## src/rtl/axis_register_pkg.sv

```systemverilog
// Shared definitions for the AXI-Stream register/skid chain: the per-stage
// state encoding, the legal range of the stage count, and the sideband port
// width helper.
package axis_register_pkg;

  // Per-stage occupancy state. RESET_ST is held for one cycle after reset
  // release so that neither side handshakes while the chain comes up.
  typedef enum logic [1:0] {
    RESET_ST = 2'd0,
    EMPTY_ST = 2'd1,
    ONE_ST   = 2'd2,
    TWO_ST   = 2'd3
  } stage_state_e;

  // Legal range of the cascaded stage count.
  localparam int STAGES_MIN = 0;
  localparam int STAGES_MAX = 16;

  // TUSER ports keep at least one bit even when no sideband is carried.
  function automatic int user_port_width(input int user_width);
    return (user_width > 0) ? user_width : 1;
  endfunction

endpackage

```

## src/rtl/axis_skid_stage.sv

```systemverilog
// One register/skid stage: holds up to two beats (output register plus skid
// register). Both handshake outputs decode the state register only, so the
// downstream ready never reaches the upstream ready combinationally.
module axis_skid_stage
  import axis_register_pkg::*;
#(
  parameter int BYTE_WIDTH = 8,
  parameter int USER_WIDTH = 8
) (
  input  logic                                   CLK,
  input  logic                                   RESET,
  input  logic [BYTE_WIDTH*8-1:0]                i_tdata,
  input  logic [BYTE_WIDTH-1:0]                  i_tkeep,
  input  logic [user_port_width(USER_WIDTH)-1:0] i_tuser,
  input  logic                                   i_tlast,
  input  logic                                   i_tvalid,
  output logic                                   o_tready,
  output logic [BYTE_WIDTH*8-1:0]                o_tdata,
  output logic [BYTE_WIDTH-1:0]                  o_tkeep,
  output logic [user_port_width(USER_WIDTH)-1:0] o_tuser,
  output logic                                   o_tlast,
  output logic                                   o_tvalid,
  input  logic                                   i_tready
);

  localparam int DATA_W    = BYTE_WIDTH * 8;
  localparam int USTORE_W  = (USER_WIDTH > 0) ? USER_WIDTH : 0;
  localparam int PAY_W     = DATA_W + BYTE_WIDTH + USTORE_W + 1;

  stage_state_e r_state;
  stage_state_e w_state_nxt;

  logic             w_ready;
  logic             w_valid;
  logic             w_in_fire;
  logic             w_out_fire;
  logic             w_load_oreg_in;
  logic             w_load_oreg_skid;
  logic             w_load_sreg;
  logic [PAY_W-1:0] w_in_pay;

  // Payload is kept in discrete flops so it is never packed into shift-register
  // primitives; it is deliberately not reset.
  (* shreg_extract = "no" *) logic [PAY_W-1:0] r_oreg;
  (* shreg_extract = "no" *) logic [PAY_W-1:0] r_sreg;

  // Beat packing: TUSER is stored only when the sideband exists.
  if (USER_WIDTH > 0) begin : g_user
    assign w_in_pay = {i_tdata, i_tkeep, i_tuser, i_tlast};
    assign o_tuser  = r_oreg[USER_WIDTH:1];
  end else begin : g_no_user
    logic w_unused_tuser;
    assign w_unused_tuser = i_tuser[0];
    assign w_in_pay       = {i_tdata, i_tkeep, i_tlast};
    assign o_tuser        = 1'b0;
  end

  assign o_tdata = r_oreg[PAY_W-1 -: DATA_W];
  assign o_tkeep = r_oreg[PAY_W-1-DATA_W -: BYTE_WIDTH];
  assign o_tlast = r_oreg[0];

  assign w_valid    = (r_state == ONE_ST) || (r_state == TWO_ST);
  assign w_ready    = (r_state == EMPTY_ST) || (r_state == ONE_ST);
  assign o_tvalid   = w_valid;
  assign o_tready   = w_ready;
  assign w_in_fire  = i_tvalid & w_ready;
  assign w_out_fire = w_valid & i_tready;

  // Next-state and payload load selection from the two handshakes.
  always_comb begin
    w_state_nxt      = r_state;
    w_load_oreg_in   = 1'b0;
    w_load_oreg_skid = 1'b0;
    w_load_sreg      = 1'b0;
    case (r_state)
      RESET_ST: begin
        w_state_nxt = EMPTY_ST;
      end
      EMPTY_ST: begin
        if (w_in_fire) begin
          w_load_oreg_in = 1'b1;
          w_state_nxt    = ONE_ST;
        end else begin
          w_state_nxt = EMPTY_ST;
        end
      end
      ONE_ST: begin
        if (w_in_fire && w_out_fire) begin
          w_load_oreg_in = 1'b1;
          w_state_nxt    = ONE_ST;
        end else if (w_in_fire) begin
          w_load_sreg = 1'b1;
          w_state_nxt = TWO_ST;
        end else if (w_out_fire) begin
          w_state_nxt = EMPTY_ST;
        end else begin
          w_state_nxt = ONE_ST;
        end
      end
      TWO_ST: begin
        if (w_out_fire) begin
          w_load_oreg_skid = 1'b1;
          w_state_nxt      = ONE_ST;
        end else begin
          w_state_nxt = TWO_ST;
        end
      end
      default: begin
        w_state_nxt = RESET_ST;
      end
    endcase
  end

  // State register; reset discards any held beats.
  always_ff @(posedge CLK) begin
    if (RESET) begin
      r_state <= RESET_ST;
    end else begin
      r_state <= w_state_nxt;
    end
  end

  // Payload registers: output register takes new input or the skid contents.
  always_ff @(posedge CLK) begin
    if (w_load_oreg_in) begin
      r_oreg <= w_in_pay;
    end else if (w_load_oreg_skid) begin
      r_oreg <= r_sreg;
    end
    if (w_load_sreg) begin
      r_sreg <= w_in_pay;
    end
  end

endmodule

```

## src/rtl/axis_register_skid_chain.sv

```systemverilog
// Cascade of STAGES register/skid stages on an AXI-Stream path. STAGES = 0
// degenerates to a combinational pass-through that ignores reset.
module axis_register_skid_chain
  import axis_register_pkg::*;
#(
  parameter int BYTE_WIDTH = 8,
  parameter int USER_WIDTH = 8,
  parameter int STAGES     = 1
) (
  input  logic                                   CLK,
  input  logic                                   RESET,
  input  logic [BYTE_WIDTH*8-1:0]                S_AXIS_TDATA,
  input  logic [BYTE_WIDTH-1:0]                  S_AXIS_TKEEP,
  input  logic [user_port_width(USER_WIDTH)-1:0] S_AXIS_TUSER,
  input  logic                                   S_AXIS_TVALID,
  output logic                                   S_AXIS_TREADY,
  input  logic                                   S_AXIS_TLAST,
  output logic [BYTE_WIDTH*8-1:0]                M_AXIS_TDATA,
  output logic [BYTE_WIDTH-1:0]                  M_AXIS_TKEEP,
  output logic [user_port_width(USER_WIDTH)-1:0] M_AXIS_TUSER,
  output logic                                   M_AXIS_TVALID,
  input  logic                                   M_AXIS_TREADY,
  output logic                                   M_AXIS_TLAST
);

  localparam int DATA_W  = BYTE_WIDTH * 8;
  localparam int UPORT_W = user_port_width(USER_WIDTH);

  if (STAGES == 0) begin : g_bypass
    logic w_unused_clk_rst;
    assign w_unused_clk_rst = CLK ^ RESET;
    assign M_AXIS_TDATA     = S_AXIS_TDATA;
    assign M_AXIS_TKEEP     = S_AXIS_TKEEP;
    assign M_AXIS_TLAST     = S_AXIS_TLAST;
    assign M_AXIS_TVALID    = S_AXIS_TVALID;
    assign S_AXIS_TREADY    = M_AXIS_TREADY;
    if (USER_WIDTH > 0) begin : g_byp_user
      assign M_AXIS_TUSER = S_AXIS_TUSER;
    end else begin : g_byp_no_user
      logic w_unused_tuser;
      assign w_unused_tuser = S_AXIS_TUSER[0];
      assign M_AXIS_TUSER   = {UPORT_W{1'b0}};
    end
  end else begin : g_chain
    // Index g is the input of stage g; index STAGES is the block output.
    logic [DATA_W-1:0]     w_data  [0:STAGES];
    logic [BYTE_WIDTH-1:0] w_keep  [0:STAGES];
    logic [UPORT_W-1:0]    w_user  [0:STAGES];
    logic                  w_last  [0:STAGES];
    logic                  w_valid [0:STAGES];
    logic                  w_ready [0:STAGES];

    assign w_data[0]       = S_AXIS_TDATA;
    assign w_keep[0]       = S_AXIS_TKEEP;
    assign w_user[0]       = S_AXIS_TUSER;
    assign w_last[0]       = S_AXIS_TLAST;
    assign w_valid[0]      = S_AXIS_TVALID;
    assign S_AXIS_TREADY   = w_ready[0];

    assign M_AXIS_TDATA    = w_data[STAGES];
    assign M_AXIS_TKEEP    = w_keep[STAGES];
    assign M_AXIS_TUSER    = w_user[STAGES];
    assign M_AXIS_TLAST    = w_last[STAGES];
    assign M_AXIS_TVALID   = w_valid[STAGES];
    assign w_ready[STAGES] = M_AXIS_TREADY;

    for (genvar g = 0; g < STAGES; g++) begin : g_stage
      axis_skid_stage #(
        .BYTE_WIDTH (BYTE_WIDTH),
        .USER_WIDTH (USER_WIDTH)
      ) u_stage (
        .CLK      (CLK),
        .RESET    (RESET),
        .i_tdata  (w_data[g]),
        .i_tkeep  (w_keep[g]),
        .i_tuser  (w_user[g]),
        .i_tlast  (w_last[g]),
        .i_tvalid (w_valid[g]),
        .o_tready (w_ready[g]),
        .o_tdata  (w_data[g+1]),
        .o_tkeep  (w_keep[g+1]),
        .o_tuser  (w_user[g+1]),
        .o_tlast  (w_last[g+1]),
        .o_tvalid (w_valid[g+1]),
        .i_tready (w_ready[g+1])
      );
    end
  end

endmodule

```

## config.mk

```make
export PLATFORM = sky130hd
export DESIGN_NAME = axis_register_skid_chain
export DESIGN_NICKNAME = d
export VERILOG_FILES = /design/src/rtl/axis_register_pkg.sv /design/src/rtl/axis_skid_stage.sv /design/src/rtl/axis_register_skid_chain.sv
export SDC_FILE = /design/constraint.sdc
export NUM_CORES = 1
export LEC_CHECK = 0
export ABC_CLOCK_PERIOD_IN_PS = 7100
export CAP_MARGIN = 10
export CORE_AREA = 4 4 126 128
export CTS_CLUSTER_SIZE = 14
export DETAILED_ROUTE_END_ITERATION = 12
export DIE_AREA = 0 0 130 132
export PLACE_DENSITY = 0.75
export SYNTH_ARGS = -nofsm -noshare
export SYNTH_HDL_FRONTEND = slang
export SYNTH_SLANG_ARGS = --single-unit
```

## constraint.sdc

```tcl
create_clock -name CLK -period 7.1 [get_ports CLK]
set_input_delay 0.71 -clock CLK [delete_from_list [all_inputs] [get_ports CLK]]
set_output_delay 0.71 -clock CLK [all_outputs]
set_load 0.1 [all_outputs]
```

==> metrics.txt <==
Synth async-reset ratio=0; drt drc=0; Power Density=253.7 nW/µm²; postcts setup bufs=0; root buffer cell=clkbuf_16; die width=130 µm; post-layout min period=3169 ps; Die Y=132 µm; area grow syn2layout=37.15%; WL final=11.58 mm; Worst EP arrival=3330 ps; initial antenna violation count=0; Yosys cell types=21; top-area cell type share of the netlist area=0.7579; CTS tree=done; n_diodes=0; fillers=1,114; Routed Antenna Nets=0; I/O Pins=168; crit-path max FO=47; Hold WC Path Type=flop to flop; share of post-route cells with drive strength above 1=0.2446; Clk pin slew, worst setup/hold paths=60 ps; Post-Layout Inst Area=8803 µm²; top cells by area, synth=edfxtp_1 76%, mux2_4 18%, buf_8 1.2%; hold_ws=539.1 ps; Clock Skew=6.151 ps; Post-DP Area=8230 µm²; gpl congestion=0.7506; area of the multi-input gates=1385 µm²; register-to-register setup slack=4010 ps; TNS Setup=0 ps; Slew Viols, Final=0; Worst Setup Start Kind=input pin; top cells by count, synth=162 x edfxtp_1, 79 x mux2_4, 5 x buf_8, 4 x ha_1; Hold-fix buffers, CTS=0; Initial Util=0.4318; Post-Syn Area=6419 µm²; Final nets=543; Final Hold Viols=0; Final setup violation count=0; Detailed Place HPWL=7.818 mm; Routed wire per std cell=17.70 µm; outcome=completed; total track usage=0.1344; area of the core=14,860 µm²; largest net degree at the start of global routing=82; worst-skew pair later-pin latency=410 ps; Max Freq=315.6 MHz; H-Tree Depth=4; largest area contributor in the netlist=edfxtp_1; Post-synth EDFFs=162; CTS max path bufs=2; cell with the most instances after synthesis=edfxtp_1; Avg Synthesized Cell Area=23.51 µm²; die area=17,160 µm²; ys flop type=edfxtp_1; Sequential Area=4905 µm²; Period Utilization, post-route=0.4463; yosys warns=0; vias per cell=4.682; Mapped Cells=273; Rel. slew slack=0.3140; First-pass DRT Iterations=4; I/O Buffers=167; Worst Tran Pin Value=1026 ps; CP required=7260 ps; cts repair resizes=0; Pleak=3.085 nW; RSZ-0062 raised after global routing=no; routed vias=3,062; Cell Rows=45; CTS Sinks=164; CTS Buf Count=17; CP endpoint kind=flop; critical path class=input pin to flop; remaining global-route overflow=0; max-cap violations=0; vias in the first global route=3,233; DRT iter0 DRCs=155; post-synthesis sequential area ratio=0.7641; fin util=0.5923; Mapped Nets=362; global-route wire length before repair=17.37 mm; synthesized flop and latch total=164; Max VDD drop=0.1280 mV; final setup margin=3931 ps; pre-CTS setup slack=3497 ps
==> cell usage in the layout (no fill, tap or decap) <==
| master | instances |
|---|---|
| a21oi_1 | 1 |
| clkinv_4 | 2 |
| nand2_2 | 1 |
| edfxtp_1 | 162 |
| clkbuf_16 | 17 |
| or2_2 | 1 |
| dfxtp_1 | 2 |
| inv_1 | 3 |
| a221oi_1 | 1 |
| bufinv_16 | 3 |
| mux2_2 | 2 |
| inv_6 | 1 |
| a21oi_2 | 1 |
| mux2_4 | 79 |
| clkdlybuf4s50_1 | 167 |
| clkinv_1 | 3 |
| o21bai_1 | 1 |
| xnor2_1 | 1 |
| a211oi_1 | 1 |
| nor3b_4 | 1 |
| clkinv_2 | 1 |
| clkbuf_1 | 4 |
| o22ai_1 | 1 |
| nor2_8 | 1 |
| buf_4 | 3 |
| a21o_4 | 1 |
| or2b_1 | 1 |
| ha_1 | 4 |
==> through the flow <==
| step | std cells | total power [mW] |
|---|---|---|
| after floorplan | 273 | 1.269 |
| after global placement | 623 | 1.352 |
| after detailed placement | 623 | 1.356 |
| after CTS | 654 | 2.255 |
| after global routing | 654 | 2.301 |
| final | 654 | 2.234 |
==> power breakdown <==
group / total [mW] / internal (mW) / switching, mW
registers: 1.09 / 1.08 / 0.00495
clock network: 0.901 / 0.549 / 0.351
logic: 0.248 / 0.0933 / 0.154
==> cell type report <==
cell class	instances	area share
flip-flops and latches	164	0.5571
multi-input cells	98	0.1573
clock buffers	21	0.05003
inverters	3	0.001279
well taps	188	0.02672
clock inverters	10	0.01507
repair buffers	170	0.1924
==> registers in the layout, summed over array words and instances, names as in the netlist <==
signal	count
g_chain.g_stage.u_stage.r_state	2
g_chain.g_stage.u_stage.r_sreg	81
g_chain.g_stage.u_stage.r_oreg	81
==> worst max-delay path, cell delays in order <==
cell and delay, ps:
clkdlybuf4s50_1 600, a21oi_2 130, nor2_8 630, buf_4 790
mux2_4 350
==> worst paths after layout <==
check                                                        endpoint                                  start  cells after the start
worst max-delay path            g_chain.g_stage[0].u_stage.r_oreg[73]                          M_AXIS_TREADY                      5
worst min-delay path            g_chain.g_stage[0].u_stage.r_oreg[51]  g_chain.g_stage[0].u_stage.r_sreg[51]                      1
worst max register to register  g_chain.g_stage[0].u_stage.r_oreg[73]  g_chain.g_stage[0].u_stage.r_state[1]                      6
worst min register to register  g_chain.g_stage[0].u_stage.r_oreg[51]  g_chain.g_stage[0].u_stage.r_sreg[51]                      1
==> cell families after synthesis <==
logic type               after synthesis  synth area share
flip-flops                           164            0.7641
AO/OA/AOI/OAI                          7          0.008189
AND/OR/NAND/NOR                        5          0.007410
XOR/XNOR                               1          0.001365
adder cells (fa/ha/maj)                4          0.007798
multiplexers                          81            0.1883
buffers and inverters                 11           0.02281
==> metal layers <==
metal  global-route usage  share of wire
met1               0.1646           0.42
met2               0.2132           0.49
met3              0.05267          0.081
met4              0.05370          0.015
met5                    0              0
(Power assumes the default switching activity.)
